--- config.mk ---
export PLATFORM = sky130hd
export DESIGN_NAME = serial_subtractor_flat
export DESIGN_NICKNAME = d
export VERILOG_FILES = /design/src/rtl/serial_subtractor_if.sv /design/src/rtl/serial_subtractor.sv /design/src/flat_wrapper.sv
export SDC_FILE = /design/constraint.sdc
export NUM_CORES = 1
export LEC_CHECK = 0
export CORE_MARGIN = 2
export CORE_UTILIZATION = 51
export DETAILED_ROUTE_END_ITERATION = 8
export PLACE_DENSITY = 0.83
export SLEW_MARGIN = 20
export SYNTH_ARGS = -nofsm -noshare
export SYNTH_HDL_FRONTEND = slang
export SYNTH_SLANG_ARGS = --single-unit
--- constraint.sdc ---
create_clock -name clk -period 1.3 [get_ports clk]
set_input_delay 0.195 -clock clk [delete_from_list [all_inputs] [get_ports clk]]
set_output_delay 0.195 -clock clk [all_outputs]
set_load 0.005 [all_outputs]
--- src/rtl/serial_subtractor_if.sv ---
// Start/done handshake and operand/result bus of the bit-serial subtractor.
interface serial_subtractor_if #(
  parameter int unsigned WIDTH = 8
);
  logic             start;
  logic [WIDTH-1:0] a;
  logic [WIDTH-1:0] b;
  logic             busy;
  logic             done;
  logic [WIDTH-1:0] diff;
  logic             borrow;

  // Requester side: issues operands and start, observes status and result.
  modport master (
    output start, a, b,
    input  busy, done, diff, borrow
  );

  // Subtractor side.
  modport slave (
    input  start, a, b,
    output busy, done, diff, borrow
  );
endinterface

--- src/rtl/serial_subtractor.sv ---
// Bit-serial unsigned subtractor: one full-subtract cell plus a borrow flop,
// LSB first, WIDTH+1 cycles from accepted start to the done pulse.
module serial_subtractor #(
  parameter int unsigned WIDTH = 8
) (
  input logic                clk,
  input logic                rst,
  serial_subtractor_if.slave bus
);

  localparam int unsigned CntW = $clog2(WIDTH + 1);
  localparam logic [CntW-1:0] LastCnt = CntW'(WIDTH - 1);

  typedef enum logic [1:0] {StIdle, StShift, StDone} state_e;

  state_e           state_q;
  logic [WIDTH-1:0] sa_q;
  logic [WIDTH-1:0] sb_q;
  logic [WIDTH-1:0] res_q;
  logic             bor_q;
  logic [CntW-1:0]  cnt_q;
  logic             busy_q;
  logic             done_q;
  logic [WIDTH-1:0] diff_q;
  logic             borrow_q;

  logic             bit_x;
  logic             bit_y;
  logic             bit_d;
  logic             bit_bout;
  logic [WIDTH-1:0] res_next;

  // Full-subtract cell: two half-subtract stages with their borrows ORed.
  always_comb begin
    bit_x    = sa_q[0];
    bit_y    = sb_q[0];
    bit_d    = bit_x ^ bit_y ^ bor_q;
    bit_bout = (~bit_x & bit_y) | (~(bit_x ^ bit_y) & bor_q);
    res_next = {bit_d, res_q[WIDTH-1:1]};
  end

  // Control FSM with datapath and registered status/result outputs.
  always_ff @(posedge clk) begin
    if (rst) begin
      state_q  <= StIdle;
      sa_q     <= '0;
      sb_q     <= '0;
      res_q    <= '0;
      bor_q    <= 1'b0;
      cnt_q    <= '0;
      busy_q   <= 1'b0;
      done_q   <= 1'b0;
      diff_q   <= '0;
      borrow_q <= 1'b0;
    end else begin
      done_q <= 1'b0;
      unique case (state_q)
        // DONE accepts start exactly like IDLE so back-to-back runs lose no cycle.
        StIdle, StDone: begin
          if (bus.start) begin
            sa_q    <= bus.a;
            sb_q    <= bus.b;
            bor_q   <= 1'b0;
            cnt_q   <= '0;
            busy_q  <= 1'b1;
            state_q <= StShift;
          end else begin
            busy_q  <= 1'b0;
            state_q <= StIdle;
          end
        end
        StShift: begin
          sa_q  <= sa_q >> 1;
          sb_q  <= sb_q >> 1;
          res_q <= res_next;
          bor_q <= bit_bout;
          cnt_q <= cnt_q + CntW'(1);
          // Last bit: publish the completed result alongside the done pulse.
          if (cnt_q == LastCnt) begin
            busy_q   <= 1'b0;
            done_q   <= 1'b1;
            diff_q   <= res_next;
            borrow_q <= bit_bout;
            state_q  <= StDone;
          end
        end
        default: begin
          busy_q  <= 1'b0;
          state_q <= StIdle;
        end
      endcase
    end
  end

  assign bus.busy   = busy_q;
  assign bus.done   = done_q;
  assign bus.diff   = diff_q;
  assign bus.borrow = borrow_q;

endmodule

--- src/flat_wrapper.sv ---
// flat-port wrapper written by rule: the top's interface ports become plain ports
module serial_subtractor_flat 
#(
  parameter int unsigned WIDTH = 8
)
  (clk, rst, bus_start, bus_a, bus_b, bus_busy, bus_done, bus_diff, bus_borrow);
  serial_subtractor_if #(.WIDTH(WIDTH)) bus_i ();
  input logic clk;
  input logic rst;
  input wire logic [$bits(bus_i.start)-1:0] bus_start;
  input wire logic [$bits(bus_i.a)-1:0] bus_a;
  input wire logic [$bits(bus_i.b)-1:0] bus_b;
  output wire logic [$bits(bus_i.busy)-1:0] bus_busy;
  output wire logic [$bits(bus_i.done)-1:0] bus_done;
  output wire logic [$bits(bus_i.diff)-1:0] bus_diff;
  output wire logic [$bits(bus_i.borrow)-1:0] bus_borrow;
  assign bus_i.start = bus_start;
  assign bus_i.a = bus_a;
  assign bus_i.b = bus_b;
  assign bus_busy = bus_i.busy;
  assign bus_done = bus_i.done;
  assign bus_diff = bus_i.diff;
  assign bus_borrow = bus_i.borrow;
  serial_subtractor #(.WIDTH(WIDTH)) u_core (.clk(clk), .rst(rst), .bus(bus_i));
endmodule
==> impl_metrics.env <==
export IMPL_grt_overflow_total=0
export IMPL_number_of_antenna_violations_at_the_first_check_in_global_routing=0
export IMPL_hold_depth=3
export IMPL_htreeDepth=2
export IMPL_finalHoldViolations=0
export IMPL_max_clock_path_buffers=2
export IMPL_rows=20
export IMPL_drt_wirelength_per_cell_um=12.9
export IMPL_place_detailed_hpwl_mm=2.46
export IMPL_grt_setup_unrepaired="yes"
export IMPL_tritoncts_num_buffers=5
export IMPL_cp_data_required_time_ps=1570
export IMPL_netlist_instances=187
export IMPL_final_setup_skew_ps=8.89
export IMPL_drv_max_cap_violation_count=0
export IMPL_peakVddDrop_mv=0.825
export IMPL_timing_hold_worst_endpoint="u_core.sa_q[7]"
export IMPL_dieHeight_um=60.7
export IMPL_finalCritPeriodShare_pct=95.2
export IMPL_yosys_warnings=0
export IMPL_die_area_um2=3680
export IMPL_crit_reg2reg_capture="u_core.bus.diff[7]"
export IMPL_die_w_um=60.7
export IMPL_critPathMaxFanout=2
export IMPL_cts_tree="yes"
export IMPL_share_of_total_power_consumed_by_net_switching_pct=25.1
export IMPL_place_gp_congestion=0.747
export IMPL_cp_data_arrival_time_ps=1510
export IMPL_total_switching_power_uw=591
export IMPL_netlist_top_cells_count="41 x dfxtp_1, 38 x a21oi_1, 28 x nand3_1, 17 x nand2_1, 14 x a22oi_1"
export IMPL_r2r_cells=4
export IMPL_cts_sinks=41
export IMPL_worstSetupStartpoint="u_core.bor_q"
export IMPL_pnr_worst_setup_slack_ps=62.2
export IMPL_placement_setup_worst_slack_ps=-205
export IMPL_timing_rr_start="u_core.bor_q"
export IMPL_final_design_area_no_fill_um2=2100
export IMPL_clock_insertion_delay_worst_skew_ps=350
export IMPL_ys_seq_elements=41
export IMPL_globalRouteTotalUtil_pct=20.9
export IMPL_pwr_share_clk_pct=30.7
export IMPL_slew_at_the_pin_closest_to_its_max_slew_limit_ps=270
export IMPL_worst_setup_hold_path_clk_slew_ps=120
export IMPL_worst_hold_startpoint="bus_a[7]"
export IMPL_postSynth_asyncResetShare_pct=0
export IMPL_synth_cell_type_count=26
export IMPL_ctsHoldBuffers=0
export IMPL_grt_start_max_net_pins=26
export IMPL_diodes=0
export IMPL_finalWirelength_mm=3.42
export IMPL_grt_first_pass_wirelength_mm=5.80
export IMPL_combined_area_of_the_multi_input_logic_cells_um2=721
export IMPL_floorplan_initialDensity_pct=53.6
export IMPL_place_port_buffers=29
export IMPL_placed_cells=256
export IMPL_clock_root_buffer="clkbuf_4"
export IMPL_final_core_utilization_pct=68.9
export IMPL_power_sequential_fraction_pct=56.7
export IMPL_synth_sequential_area_ratio_pct=50.1
export IMPL_synthesis_area_per_instance_um2=8.76
export IMPL_status="completed"
export IMPL_vias=1481
export IMPL_pwr_density_cell_nw_per_um2=1120
export IMPL_ios=30
export IMPL_post_drt_via_cell_ratio=5.59
export IMPL_finalWorstPathRequiredPeriod_ps=1240
export IMPL_drc=0
export IMPL_instance_area_at_placement_um2=2000
export IMPL_count_of_flip_flops_with_a_built_in_enable_after_synthesis=0
export IMPL_ant_nets=0
export IMPL_drive_gt1_share_pct=19.9
export IMPL_achievable_frequency_mhz=808
export IMPL_timing_final_max_slew_violations=0
export IMPL_combinationalPowerShare_pct=12.6
export IMPL_postSynthNetCount=208
export IMPL_layout_area_overhead_vs_synth_pct=28.5
export IMPL_final_cell_count_no_fill=265
export IMPL_area_sequential_um2=838
export IMPL_worst_setup_path_start_kind="register"
export IMPL_mappedNetlistArea_um2=1640
export IMPL_worstHoldPathType="in2reg"
export IMPL_nFillCells=253
export IMPL_max_slew_margin_pct=82.0
export IMPL_netlist_top_cell_by_area="dfxtp_1"
export IMPL_top_area_cell_type_share_of_the_netlist_area_pct=50.1
export IMPL_drt_first_iter_violations=63
export IMPL_leakage_nw=0.789
export IMPL_synth_flop_cell="dfxtp_1"
export IMPL_setup_viol=0
export IMPL_grt_pass1_vias=1403
export IMPL_nets=241
export IMPL_power_total_mw=2.35
export IMPL_critical_path_start_end_classification="reg2reg"
export IMPL_detail_route_first_pass_iterations=4
export IMPL_core_region_um2=3050
export IMPL_final_setup_tns_ps=0
export IMPL_hold_slack_ps=394
export IMPL_cell_internal_pwr_mw=1.76
export IMPL_ys_top_cells_by_area="dfxtp_1 50%, a21oi_1 12%, nand3_1 8.6%"
export IMPL_cp_end_kind="register"
export IMPL_synth_most_common_cell="dfxtp_1"
export IMPL_reg2reg_slack_ps=60
-- power groups by stage --
| stage | clock, mW | combinational [mW] | sequential, mW |
|---|---|---|---|
| after floorplan | 0 | 0.186 | 1.35 |
| after global placement | 0 | 0.282 | 1.36 |
| after detailed placement | 0 | 0.297 | 1.36 |
| after CTS | 0.740 | 0.296 | 1.33 |
| after global routing | 0.793 | 0.331 | 1.34 |
| final | 0.722 | 0.297 | 1.33 |
-- state kept, by name (all words and copies together), names as in the netlist --
| name | count |
|---|---|
| u_core.bus.diff | 8 |
| u_core.sa_q | 8 |
| u_core.sb_q | 8 |
| u_core.res_q | 7 |
| u_core.cnt_q | 4 |
| u_core.state_q | 2 |
| u_core.bor_q | 1 |
| u_core.bus.borrow | 1 |
| u_core.bus.busy | 1 |
| u_core.bus.done | 1 |
-- critical path, stage by stage, from the launching register on --
cell and delay, ps:
dfxtp_2 350, inv_2 40, fa_1 560, nand3_1 80
a21oi_1 150
-- layout make-up --
class                   count  area share (%)
clock inverters             1           0.238
flip-flops and latches     41            39.8
inverters                   2           0.357
repair buffers             45            19.6
clock buffers               7            3.09
well taps                  44            2.62
multi-input cells         125            34.2
-- timing repair --
| item | in CTS | in global routing |
|---|---|---|
| buffers inserted | 0 | 1 |
| hold endpoints to repair | 0 | 0 |
| gates cloned | 0 | 0 |
| setup endpoints to repair | 18 | 13 |
| pin swaps | 0 | 3 |
| gates resized for setup | 23 | 13 |
-- layer usage --
layer / part of all wire (%) / track usage, %
met1: 41 / 23.2
met5: 0 / 0
met2: 52 / 38.6
met3: 5.6 / 6.40
met4: 1.1 / 5.59
-- how the worst max path moves through the flow --
stage / slack [ps] / depth (start not counted) / to
4_1_cts: 2 / 4 / u_core.bus.diff[7]
6_report: 60 / 4 / u_core.bus.diff[7]
3_5_place_dp: -210 / 5 / u_core.sa_q[5]
3_3_place_gp: -110 / 5 / u_core.sa_q[2]
5_1_grt: -8 / 4 / u_core.bus.diff[7]
2_1_floorplan: 120 / 5 / u_core.bus.borrow
-- layout by cell type (no fill, tap or decap) --
| cell | n |
|---|---|
| nor3_1 | 2 |
| nand4_1 | 1 |
| a311oi_1 | 1 |
| and3b_2 | 1 |
| nor2_1 | 2 |
| dfxtp_2 | 14 |
| a211oi_2 | 1 |
| mux2_4 | 1 |
| a22oi_1 | 14 |
| clkbuf_4 | 5 |
| nor2b_1 | 1 |
| nand3_1 | 28 |
| nand2b_1 | 4 |
| nor3b_1 | 1 |
| a21oi_1 | 38 |
| clkbuf_8 | 2 |
| nand3b_1 | 1 |
| clkdlybuf4s50_1 | 18 |
| ha_4 | 1 |
| dfxtp_1 | 27 |
| inv_2 | 1 |
| buf_6 | 1 |
| buf_4 | 14 |
| and2b_2 | 1 |
| clkinv_2 | 1 |
| fa_1 | 1 |
| nand2_1 | 17 |
| buf_12 | 1 |
| o21ai_1 | 5 |
| mux2_1 | 1 |
| dlygate4sd2_1 | 11 |
| inv_1 | 1 |
| o21ai_0 | 3 |
-- logic make-up after synthesis --
kind of cell	share of synthesized area [%]
AOI/OAI and AO/OA	21.8
adders and majority gates	1.99
buffers and inverters	6.80
and+or+nand+nor	17.7
muxes	1.60
DFF	50.1
Note: power is estimated with default switching activity, not from simulation.
